**config.mk**
```make
export PLATFORM = sky130hd
export DESIGN_NAME = iter_ctrl
export DESIGN_NICKNAME = d
export VERILOG_FILES = /design/src/rtl/alu_pkg.sv /design/src/rtl/iter_ctrl.sv
export SDC_FILE = /design/constraint.sdc
export NUM_CORES = 1
export LEC_CHECK = 0
export ABC_AREA = 1
export CORE_AREA = 4 4 41 43
export CTS_BUF_LIST = sky130_fd_sc_hd__clkbuf_8
export DETAILED_ROUTE_END_ITERATION = 16
export DIE_AREA = 0 0 45 47
export SYNTH_ARGS = -nofsm -noshare
export SYNTH_HDL_FRONTEND = slang
export SYNTH_SLANG_ARGS = --single-unit
```
**constraint.sdc**
```tcl
create_clock -name clk -period 1.5 [get_ports clk]
set_input_delay 0.3 -clock clk [delete_from_list [all_inputs] [get_ports clk]]
set_output_delay 0.3 -clock clk [all_outputs]
set_load 0.1 [all_outputs]
```
**src/rtl/alu_pkg.sv**
```systemverilog
// Shared ALU definitions: iteration-sequencer state encoding and op codes.
package alu_pkg;

  typedef enum logic [1:0] {
    ITER_IDLE  = 2'd0,
    ITER_CLEAR = 2'd1,
    ITER_RUN   = 2'd2,
    ITER_DONE  = 2'd3
  } iter_state_t;

  localparam logic OP_MUL = 1'b0;  // counter counts up
  localparam logic OP_DIV = 1'b1;  // counter counts down

endpackage

```
**src/rtl/iter_ctrl.sv**
```systemverilog
// Iteration sequencer for multi-cycle ALU ops. Drives an external up/down
// counter, watches its value for the terminal iteration and issues one
// datapath step per RUN cycle, N_ITER steps per start.
// Optional feature macro: ITER_CTRL_ABORT_EN adds an abort input and an
// aborted pulse output; without it the block has no abort path at all.
module iter_ctrl
  import alu_pkg::*;
#(
  parameter int WIDTH  = 4,
  parameter int N_ITER = 8
) (
  input  logic             clk,
  input  logic             reset,
  input  logic             start,
  input  logic             op,
  input  logic [WIDTH-1:0] cnt,
`ifdef ITER_CTRL_ABORT_EN
  input  logic             abort,
  output logic             aborted,
`endif
  output logic             busy,
  output logic             done,
  output logic             step,
  output logic             last,
  output logic             count_up,
  output logic             count_down,
  output logic             cnt_clr,
  output logic             op_q
);

  localparam int unsigned CNT_MOD = 1 << WIDTH;

  // Terminal counter values; the DIV value wraps modulo 2^WIDTH, so
  // N_ITER = 2^WIDTH in DIV ends at 1 after wrapping from 0.
  localparam logic [WIDTH-1:0] TERM_UP = WIDTH'(N_ITER - 1);
  localparam logic [WIDTH-1:0] TERM_DN = WIDTH'(CNT_MOD - (N_ITER - 1));

  // Reject parameter sets the counter cannot represent.
  if (N_ITER < 1 || N_ITER > (1 << WIDTH)) begin : g_bad_n_iter
    $error("iter_ctrl: N_ITER must be within 1..2^WIDTH");
  end

  iter_state_t state_reg;
  logic        op_q_reg;
  logic        busy_reg;
  logic        done_reg;
  logic        clr_reg;
  logic        in_run;
  logic        term;
  logic        abort_hit;

`ifdef ITER_CTRL_ABORT_EN
  logic        aborted_reg;

  // Abort only matters while the sequencer owns the counter (CLEAR/RUN).
  assign abort_hit = abort & busy_reg;
  assign aborted   = aborted_reg;
`else
  assign abort_hit = 1'b0;
`endif

  assign in_run = (state_reg == ITER_RUN);
  assign term   = (cnt == ((op_q_reg == OP_DIV) ? TERM_DN : TERM_UP));

  // Per-cycle strobes are combinational from state, op_q and cnt so the
  // counter stops exactly on the terminal value.
  assign step       = in_run & ~abort_hit;
  assign last       = in_run & term;
  assign count_up   = step & (op_q_reg == OP_MUL) & ~term;
  assign count_down = step & (op_q_reg == OP_DIV) & ~term;
  assign cnt_clr    = clr_reg | abort_hit;
  assign busy       = busy_reg;
  assign done       = done_reg;
  assign op_q       = op_q_reg;

  // Sequencer FSM with registered busy/done/clear outputs.
  always_ff @(posedge clk) begin
    if (reset) begin
      state_reg   <= ITER_IDLE;
      op_q_reg    <= OP_MUL;
      busy_reg    <= 1'b0;
      done_reg    <= 1'b0;
      clr_reg     <= 1'b0;
`ifdef ITER_CTRL_ABORT_EN
      aborted_reg <= 1'b0;
`endif
    end else begin
      done_reg    <= 1'b0;
      clr_reg     <= 1'b0;
`ifdef ITER_CTRL_ABORT_EN
      aborted_reg <= 1'b0;
`endif
      unique case (state_reg)
        ITER_IDLE: begin
          if (start) begin
            state_reg <= ITER_CLEAR;
            op_q_reg  <= op;
            busy_reg  <= 1'b1;
            clr_reg   <= 1'b1;
          end
        end
        ITER_CLEAR: begin
          if (abort_hit) begin
            state_reg   <= ITER_IDLE;
            busy_reg    <= 1'b0;
`ifdef ITER_CTRL_ABORT_EN
            aborted_reg <= 1'b1;
`endif
          end else begin
            state_reg <= ITER_RUN;
          end
        end
        ITER_RUN: begin
          if (abort_hit) begin
            state_reg   <= ITER_IDLE;
            busy_reg    <= 1'b0;
`ifdef ITER_CTRL_ABORT_EN
            aborted_reg <= 1'b1;
`endif
          end else if (term) begin
            state_reg <= ITER_DONE;
            busy_reg  <= 1'b0;
            done_reg  <= 1'b1;
          end
        end
        ITER_DONE: begin
          state_reg <= ITER_IDLE;
        end
        default: begin
          state_reg <= ITER_IDLE;
          busy_reg  <= 1'b0;
        end
      endcase
    end
  end

endmodule

```
==> PnR_summary.wiki <==
{| class="wikitable"
! Metric !! Value
|-
| Status || finished, final reports clean
|-
| Synthesized net count || 61
|-
| Count of maximum capacitance violations || 0
|-
| Number of instances in the synthesized netlist || 50
|-
| Starting density of the core || 0.279
|-
| Critical path data required time || about 1.2 ns
|-
| Type of element capturing the critical path || output pin
|-
| Inserted Clock Buffers || 3
|-
| Number of nets in the finished design || 86
|-
| Total iterations of the first detailed-routing run || 4
|-
| Async set or reset register ratio after synthesis || 0
|-
| Pwr dens || approximately 1900 mW/mm2
|-
| Root buffer cell || clkbuf_8
|-
| Worst relative slew slack || 0.894
|-
| FF+latch count, synth || 6
|-
| Die span in x || 45 um
|-
| Via count of the first global-routing pass || between 300 and 400
|-
| Number of different library cells in the post-synthesis netlist || 15
|-
| Path class of the lowest-slack min-delay path || reg2reg
|-
| Vias per cell || slightly above 4
|-
| ANT cells || 0
|-
| GRT Overall Usage || 0.0800
|-
| Global routing's busiest layer || met2
|-
| DRC violation count after routing || 0
|-
| Prevailing post-synth register cell || dfxtp_1
|-
| Fraction of the cycle the final worst path needs || 0.993
|-
| Met3 GRT Util || 0.0575
|-
| Placement Cell Area || 658 um2
|-
| RSZ-0062 raised after global routing || yes
|-
| Setup clock skew after layout || about 0.0051 ns
|-
| Overall via count from detail_route || 364
|-
| DR iter-0 viols || 5
|-
| IR drop worst, VDD || approximately 1.1 mV
|-
| H-tree lvl count || 1
|-
| Sum of internal, switching and leakage power || 1.42 mW
|-
| Design internal power || 0.737 mW
|-
| GR Overflow Total || 0
|-
| Post-route cell area || roughly 730 um2
|-
| Global-route track usage on met1 || 0.0872
|-
| Transition time at the pin with the least slew margin || 0.159 ns
|-
| Clock transition time at the flip-flop clock pins of the worst setup and hold paths || about 0.040 ns
|-
| Port Buffers || 15
|-
| CTS tree || yes
|-
| Final hold violations || 0
|-
| Vertical die dimension || roughly 47 um
|-
| Synth area leader || dfxtp_1
|-
| Clock network fraction of design power || 0.174
|-
| Post-synth EDFFs || 0
|-
| Switching share of total power || 0.480
|-
| Mean routed wirelength per cell || approximately 8.4 um
|-
| Number of buffers on the longest clock path || 2
|-
| Insertion delay to the later sink of the worst-skew pair || about 0.22 ns
|-
| Area share of the largest cell type after synthesis || 0.331
|-
| I/O pin count || 16
|-
| Share of the yosys chip area belonging to registers || 0.331
|-
| Number of setup violations in the final report || 0
|-
| Critical Path AT || approximately 1.2 ns
|-
| Last weighted congestion value of the routability-driven placer || a little over 0.7
|-
| First-pass GRT wire length || ~1.2 mm
|-
| Maximum number of pins on one net before global-route repair || 6
|-
| Synth cell count leaders || 10 x inv_1, 10 x nand2_1, 6 x dfxtp_1, 6 x nor2_1
|-
| Max FFs per register || 2
|-
| Logic gate share of total power || 0.648
|-
| Crit path time final || 1.49 ns
|-
| Number of hold buffers added after cts || 0
|-
| Biggest area contributors in the synthesized netlist || dfxtp_1 33%, ha_1 10%, inv_1 10%, nand2_1 10%, nand2_4 6.2%
|-
| Total count of max-transition violations in the final report || 0
|-
| Area of the mapped netlist || between 300 and 400 um2
|-
| Worst Setup Path Type || reg2out
|-
| Layout cells sized above 1 || 0.473
|-
| Worst setup SP type || flop
|-
| Sequential power share || 0.178
|-
| GR Util met2 || 0.127
|-
| Setup total negative slack || 0 ns
|-
| Final HPWL from detailed placement || a little over 600 um
|-
| Core area || 0.00130 mm2
|-
| Total wire length || between 700 and 800 um
|-
| Switch Pwr || roughly 0.68 mW
|-
| Largest fanout of any net on the critical path || 3
|-
| Yosys warnings || 0
|-
| Die Area || about 0.0021 mm2
|-
| Lkg Pwr || ~0.34 nW
|-
| Antenna Nets Post-Route || 0
|-
| Number of antenna violations at the first check in global routing || 0
|-
| Relative area change from synthesis to final layout || 102%
|-
| Floorplan row count || 13
|-
| Synthesized area divided by synthesized cell count || 7.26 um2
|-
| Maximum achievable frequency || roughly 670 MHz
|-
| # clock sinks || 6
|}
power by group through the flow:
stage / registers [mW] / logic (mW) / clock network [mW]
4_1_cts: 0.254 / 0.895 / 0.253
3_5_place_dp: 0.263 / 0.865 / 0
5_1_grt: 0.258 / 0.977 / 0.267
6_report: 0.252 / 0.918 / 0.246
2_1_floorplan: 0.416 / 0.439 / 0
3_3_place_gp: 0.263 / 0.858 / 0
worst paths after layout:
kind | start | to | slack (ns) | cells past startpoint
max | op_q | count_up | 0.01 | 7
min | state_reg[0] | state_reg[0] | 0.49 | 2
max reg2reg | state_reg[0] | busy | 0.34 | 7
min reg2reg | state_reg[0] | state_reg[0] | 0.49 | 2
timing repair:
item,in CTS,in global routing
endpoints found under the hold margin,0,0
endpoints found under the setup margin,3,3
buffers inserted,2,2
pin swaps,6,3
resized for setup,8,0
kinds of logic (layout without fill, tap and decap cells):
kind of cell | count (synthesis) | in the layout | synth area share
DFF | 6 | 6 | 0.331
AOI/OAI and AO/OA | 5 | 5 | 0.0793
adders and majority gates | 3 | 3 | 0.103
buffers and inverters | 11 | 35 | 0.114
and+or+nand+nor | 25 | 25 | 0.372
critical path: stages, from the launching register on:
cell and delay [ns]:
dfxtp_4 0.36, inv_4 0.03, nand2_2 0.05, nand2_2 0.05
nand3_4 0.10, nand2_4 0.08, nor2_4 0.10, buf_12 0.18
metrics by stage:
| step | util | hold slack, ns | cells | setup slack (ns) |
|---|---|---|---|---|
| 2_1_floorplan | - | 0.372 | 50 | -0.225 |
| 3_3_place_gp | 0.506 | 0.502 | 81 | -0.216 |
| 3_5_place_dp | 0.506 | 0.506 | 81 | -0.231 |
| 4_1_cts | 0.551 | 0.511 | 87 | -0.0266 |
| 5_1_grt | 0.563 | 0.514 | 89 | -0.0443 |
| 6_report | 0.563 | 0.492 | 89 | 0.00985 |
cell type report:
class	count	area (um2)
Sequential cell	6	125
Clock inverter	1	3.75
Fill cell	121	569
Tap cell	15	18.8
Inverter	11	43.8
Timing Repair Buffer	20	263
Multi-Input combinational cell	33	236
Clock buffer	3	41.3
cells in the final DEF (no fill, tap or decap):
cell type        instances
o21ai_0                  1
a21oi_1                  3
ha_1                     2
nor2_1                   4
a21oi_2                  1
dlygate4sd2_1            4
nor3_1                   1
dfxtp_2                  1
buf_4                    5
nand2_1                  9
dfxtp_4                  1
dfxtp_1                  4
inv_1                    7
nand2_2                  4
clkdlybuf4s50_1          3
inv_2                    4
nand2_4                  2
buf_12                   8
nand3_1                  1
clkbuf_8                 3
nand3_4                  1
ha_4                     1
inv_4                    1
nor2_4                   3
per-layer routing:
layer / up-vias / wire length (um)
met5: - / 0
met4: 0 / 0
met3: 0 / 78
met2: 12 / 353
met1: 155 / 315
li1: 197 / -
Note: power is estimated with default switching activity, not from simulation.
